## src/rtl/mem_resp_pkg.sv

```systemverilog
// rtl/mem_resp_pkg.sv - shared types and constants for the memory responder
// Purpose: state encoding for the responder FSM and the default watchdog limit.
// Ports: none (package).
package mem_resp_pkg;

  typedef enum logic [1:0] {
    IDLE  = 2'd0,
    BUS   = 2'd1,
    ABORT = 2'd2
  } state_t;

  localparam int DEFAULT_TIMEOUT = 255;

endpackage

```

## src/rtl/mem_timeout_counter.sv

```systemverilog
// rtl/mem_timeout_counter.sv - watchdog cycle counter for an outstanding bus cycle
// Purpose: counts unacknowledged bus cycles and flags the last allowed one.
// Ports:
//   clk, nRst  : clock, asynchronous active-low reset
//   clr        : synchronous clear (has priority over en)
//   en         : advance the count by one
//   expired    : count has reached TIMEOUT_CYCLES - 1
module mem_timeout_counter
  import mem_resp_pkg::*;
#(
  parameter int TIMEOUT_CYCLES = DEFAULT_TIMEOUT
) (
  input  logic clk,
  input  logic nRst,
  input  logic clr,
  input  logic en,
  output logic expired
);

  localparam logic [15:0] LAST = 16'(TIMEOUT_CYCLES - 1);

  logic [15:0] count;

  always_ff @(posedge clk or negedge nRst) begin
    if (!nRst) begin
      count <= 16'd0;
    end else if (clr) begin
      count <= 16'd0;
    end else if (en) begin
      count <= count + 16'd1;
    end
  end

  assign expired = (count == LAST);

endmodule

```

## src/rtl/mem_responder.sv

```systemverilog
// rtl/mem_responder.sv - request port to Wishbone classic master bridge with watchdog
// Purpose: accepts level read/write requests, runs one Wishbone classic cycle per
// request, returns read data, and aborts cycles that are never acknowledged.
// Ports:
//   clk, nRst                         : clock, asynchronous active-low reset
//   mem_read, mem_write               : level requests (write wins when both high)
//   adr_to_mem, data_to_mem, sel_to_mem : request address, write data, byte lanes
//   mem_busy                          : transfer outstanding
//   data_from_mem                     : last completed read data (0 after a read timeout)
//   timeout_err                       : sticky watchdog flag
//   cyc_o, stb_o, we_o, adr_o, dat_o, sel_o : Wishbone master outputs
//   dat_i, ack_i                      : Wishbone read data and acknowledge
module mem_responder
  import mem_resp_pkg::*;
#(
  parameter int TIMEOUT_CYCLES = DEFAULT_TIMEOUT
) (
  input  logic        clk,
  input  logic        nRst,
  input  logic        mem_read,
  input  logic        mem_write,
  input  logic [31:0] adr_to_mem,
  input  logic [31:0] data_to_mem,
  input  logic [3:0]  sel_to_mem,
  output logic        mem_busy,
  output logic [31:0] data_from_mem,
  output logic        timeout_err,
  output logic        cyc_o,
  output logic        stb_o,
  output logic        we_o,
  output logic [31:0] adr_o,
  output logic [31:0] dat_o,
  output logic [3:0]  sel_o,
  input  logic [31:0] dat_i,
  input  logic        ack_i
);

  state_t state;
  logic   expired;

  // Counter is held at zero outside BUS, so every cycle starts counting from 0.
  mem_timeout_counter #(
    .TIMEOUT_CYCLES(TIMEOUT_CYCLES)
  ) u_timeout (
    .clk     (clk),
    .nRst    (nRst),
    .clr     (state != BUS),
    .en      (state == BUS && !ack_i),
    .expired (expired)
  );

  // The Wishbone output registers double as the request latches: they are
  // loaded on acceptance and held untouched for the whole cycle.
  always_ff @(posedge clk or negedge nRst) begin
    if (!nRst) begin
      state         <= IDLE;
      mem_busy      <= 1'b0;
      data_from_mem <= 32'd0;
      timeout_err   <= 1'b0;
      cyc_o         <= 1'b0;
      stb_o         <= 1'b0;
      we_o          <= 1'b0;
      adr_o         <= 32'd0;
      dat_o         <= 32'd0;
      sel_o         <= 4'd0;
    end else begin
      case (state)
        IDLE: begin
          if (mem_write || mem_read) begin
            state    <= BUS;
            mem_busy <= 1'b1;
            cyc_o    <= 1'b1;
            stb_o    <= 1'b1;
            we_o     <= mem_write;
            adr_o    <= adr_to_mem;
            dat_o    <= data_to_mem;
            sel_o    <= sel_to_mem;
          end
        end
        BUS: begin
          // An ack on the last allowed cycle still completes normally.
          if (ack_i || expired) begin
            cyc_o <= 1'b0;
            stb_o <= 1'b0;
            we_o  <= 1'b0;
            adr_o <= 32'd0;
            dat_o <= 32'd0;
            sel_o <= 4'd0;
            if (ack_i) begin
              state    <= IDLE;
              mem_busy <= 1'b0;
              if (!we_o) data_from_mem <= dat_i;
            end else begin
              state       <= ABORT;
              timeout_err <= 1'b1;
              if (!we_o) data_from_mem <= 32'd0;
            end
          end
        end
        ABORT: begin
          state    <= IDLE;
          mem_busy <= 1'b0;
        end
        default: begin
          state    <= IDLE;
          mem_busy <= 1'b0;
          cyc_o    <= 1'b0;
          stb_o    <= 1'b0;
        end
      endcase
    end
  end

endmodule

```

## config.mk

```make
export PLATFORM = sky130hd
export DESIGN_NAME = mem_responder
export DESIGN_NICKNAME = d
export VERILOG_FILES = /design/src/rtl/mem_resp_pkg.sv /design/src/rtl/mem_timeout_counter.sv /design/src/rtl/mem_responder.sv
export SDC_FILE = /design/constraint.sdc
export NUM_CORES = 1
export LEC_CHECK = 0
export ABC_AREA = 1
export ABC_CLOCK_PERIOD_IN_PS = 1400
export CORE_MARGIN = 2
export CORE_UTILIZATION = 56
export DETAILED_ROUTE_END_ITERATION = 10
export DONT_BUFFER_PORTS = 1
export GPL_ROUTABILITY_DRIVEN = 0
export PLACE_DENSITY = 0.72
export SKIP_LAST_GASP = 1
export SLEW_MARGIN = 20
export SYNTH_ARGS = -nofsm -noshare
export SYNTH_HDL_FRONTEND = slang
export SYNTH_SLANG_ARGS = --single-unit
```

## constraint.sdc

```tcl
create_clock -name clk -period 1.4 [get_ports clk]
set_clock_uncertainty 0.1 [all_clocks]
set_input_delay 0.28 -clock clk [delete_from_list [all_inputs] [get_ports clk]]
set_output_delay 0.28 -clock clk [all_outputs]
set_load 0.02 [all_outputs]
```

==> reports/metrics.csv <==
metric;value;unit
dp_slack;-153;ps
drt.antenna.violating_nets;0;
design_area;7950;µm²
die_w;104;µm
drv_cap;0;
io_buffers;0;
ctsRootBufferMaster;clkbuf_8;
ys_seq_elements;122;
ys_seq_area_share;54.4;%
grt_max_degree;123;
setup_ws;-338;ps
critPathCaptureType;register;
areaGrowthSynthToFinish;41.5;%
synth_cell_type_count;25;
reg2reg_from;u_timeout.count[0];
synthTopCellsByCount;310 x nand2_1, 122 x dfrtp_1, 70 x nand3b_1;
netlist_area;5620;µm²
syn_inst;676;
status;finished, violations left;
drive_gt1_share;22.2;%
grt_usage;28.8;%
dpl.cell_count;808;
ys_async_sr_fraction;100;%
dieArea;10800;µm²
synth_edf_count;0;
dpl.hpwl;8880;µm
violations;negative hold slack, negative setup slack;
final_core_util;81.3;%
dpl-instance-area;6000;µm²
synth_area_leader_cell;dfrtp_1;
grt_pass1_wl;24900;µm
leakagePower;3.91;nW
clk_pin_slew;60;ps
cts_tree;built;
peakVddDrop;1.15;mV
numClockSinks;122;
dr.pass1.iters;7;
fin_cells;934;
required;1750;ps
core;9770;µm²
routedWlPerCell;18.7;µm
synth_area_leaders;dfrtp_1 54%, nand2_1 21%, nand3b_1 9.4%;
setup_viol;118;
hold_path_class;in2async;
whs;-639;ps
hold_viol;157;
synth_top_area_share;54.4;%
r2r-end;dat_o[20];
report.final.slew_viol_count;0;
ios;210;
yosys_most_used_dff;dfrtp_1;
die_h;104;µm
grt_pass1_vias;5150;
worstPathArrival;2090;ps
synthesis.nets;783;
antenna_found_initial;0;
start_util;57.5;%
clock.fmax;575;MHz
diodes;0;
remaining_drc_errors;0;
max_slew_margin;78.6;%
rr_worst_depth;10;
power_density;1970;nW/µm²
fin_crit;1740;ps
finalWirelength;17400;µm
startpoint_type;register;
ff2ff_setup_slack;-340;ps
critPathKind;reg2reg;
h-tree-depth;4;
synth_warnings;0;
dr.first_iter.drc_count;476;
vias;5365;
cp_max_fo;6;
fin_nets;895;
avgViaCountPerCell;5.74;
synth_most_common_cell;nand2_1;
clock_latency;520;ps
rsz0062_at_grt;yes;
cts_made_buffers;17;
clk_path_buf_depth;2;
fin_crit_sh;124;%
tightest_slew;319;ps
rows;36;
ctsHoldBuffers;73;
syn_avg_cell_area;8.31;µm²
grt_overflow;0;
stage by stage:
stage | setup TNS (ps) | total power, mW
final | -29350 | 15.6
after global routing | -36580 | 16.3
after CTS | -13670 | 14.9
after detailed placement | -12880 | 9.88
after global placement | -10220 | 9.74
after floorplan | -8140 | 8.91
logic make-up after synthesis:
| family | share of synthesized area [%] |
|---|---|
| fa+ha+maj | 0.446 |
| simple gates | 37.9 |
| buf+inv | 5.24 |
| flops | 54.4 |
| compound gates | 2.03 |
sequential cells by signal (all words and copies together), names as in the netlist:
| register | flops |
|---|---|
| stb_o | 1 |
| mem_busy | 1 |
| dat_o | 32 |
| sel_o | 4 |
| data_from_mem | 32 |
| u_timeout.count | 16 |
| adr_o | 32 |
| state | 2 |
| timeout_err | 1 |
| we_o | 1 |
worst max-delay path, cell delays in order (launching register included):
cell	delay, ps
dfrtp_1	390
inv_1	90
ha_2	180
nand3_2	80
nor2_2	120
nand2_2	90
nand2_4	120
buf_8	150
buf_12	130
nand3b_1	130
nand2_1	100
how the worst max path moves through the flow:
stage,start,endpoint,slack (ps),cells after the start
final,u_timeout.count[0],dat_o[20],-340,10
after detailed placement,u_timeout.count[0],dat_o[18],-150,10
after global placement,u_timeout.count[1],u_timeout.count[10],-120,8
after global routing,u_timeout.count[0],dat_o[20],-410,10
after floorplan,u_timeout.count[0],adr_o[10],-170,11
after CTS,u_timeout.count[0],adr_o[5],-180,10
power breakdown:
group / total, mW / internal, mW / switching [mW] / leakage (nW)
registers: 7.21 / 4.77 / 2.44 / 1.54
logic: 3.62 / 1.59 / 2.03 / 2.06
clock network: 4.81 / 3.18 / 1.62 / 0.315
layout by cell type (no fill, tap or decap), types with 3 or more instances in the layout:
| cell | instances |
|---|---|
| dlygate4sd3_1 | 73 |
| buf_6 | 12 |
| buf_4 | 34 |
| nand2_4 | 3 |
| o21ai_0 | 4 |
| nor2_2 | 13 |
| dfrtp_1 | 89 |
| clkinvlp_4 | 3 |
| inv_6 | 3 |
| o21ai_1 | 5 |
| dfrtp_2 | 33 |
| nand4_1 | 35 |
| nand2_1 | 299 |
| buf_12 | 8 |
| inv_1 | 18 |
| a21oi_1 | 8 |
| clkbuf_16 | 24 |
| nand2_2 | 12 |
| nand3_2 | 4 |
| nand3b_1 | 70 |
| nor2_1 | 16 |
| inv_2 | 4 |
| clkbuf_8 | 3 |
| bufinv_16 | 5 |
metal layers:
| metal | part of all wire [%] | routed length, µm | GRT usage [%] |
|---|---|---|---|
| met2 | 51 | 8840 | 48.1 |
| met4 | 3.2 | 561 | 12.5 |
| met3 | 9.0 | 1560 | 10.0 |
| met5 | 0 | 0 | 0 |
| met1 | 37 | 6480 | 33.9 |
layout make-up:
| class | count | area, µm² |
|---|---|---|
| clock buffers | 19 | 442 |
| clock inverters | 13 | 214 |
| fillers | 529 | 1830 |
| inverters | 23 | 90.1 |
| multi-input cells | 487 | 2430 |
| flip-flops and latches | 122 | 3090 |
| well taps | 133 | 166 |
| repair buffers | 137 | 1510 |
timing repair:
action | in CTS | in global routing
setup endpoints to repair | 116 | 158
resized for setup | 13 | 84
setup buffers | 2 | 10
pin swaps | 2 | 18
gates cloned | 0 | 10
endpoints found under the hold margin | 232 | 157
Note: power is estimated with default switching activity, not from simulation.
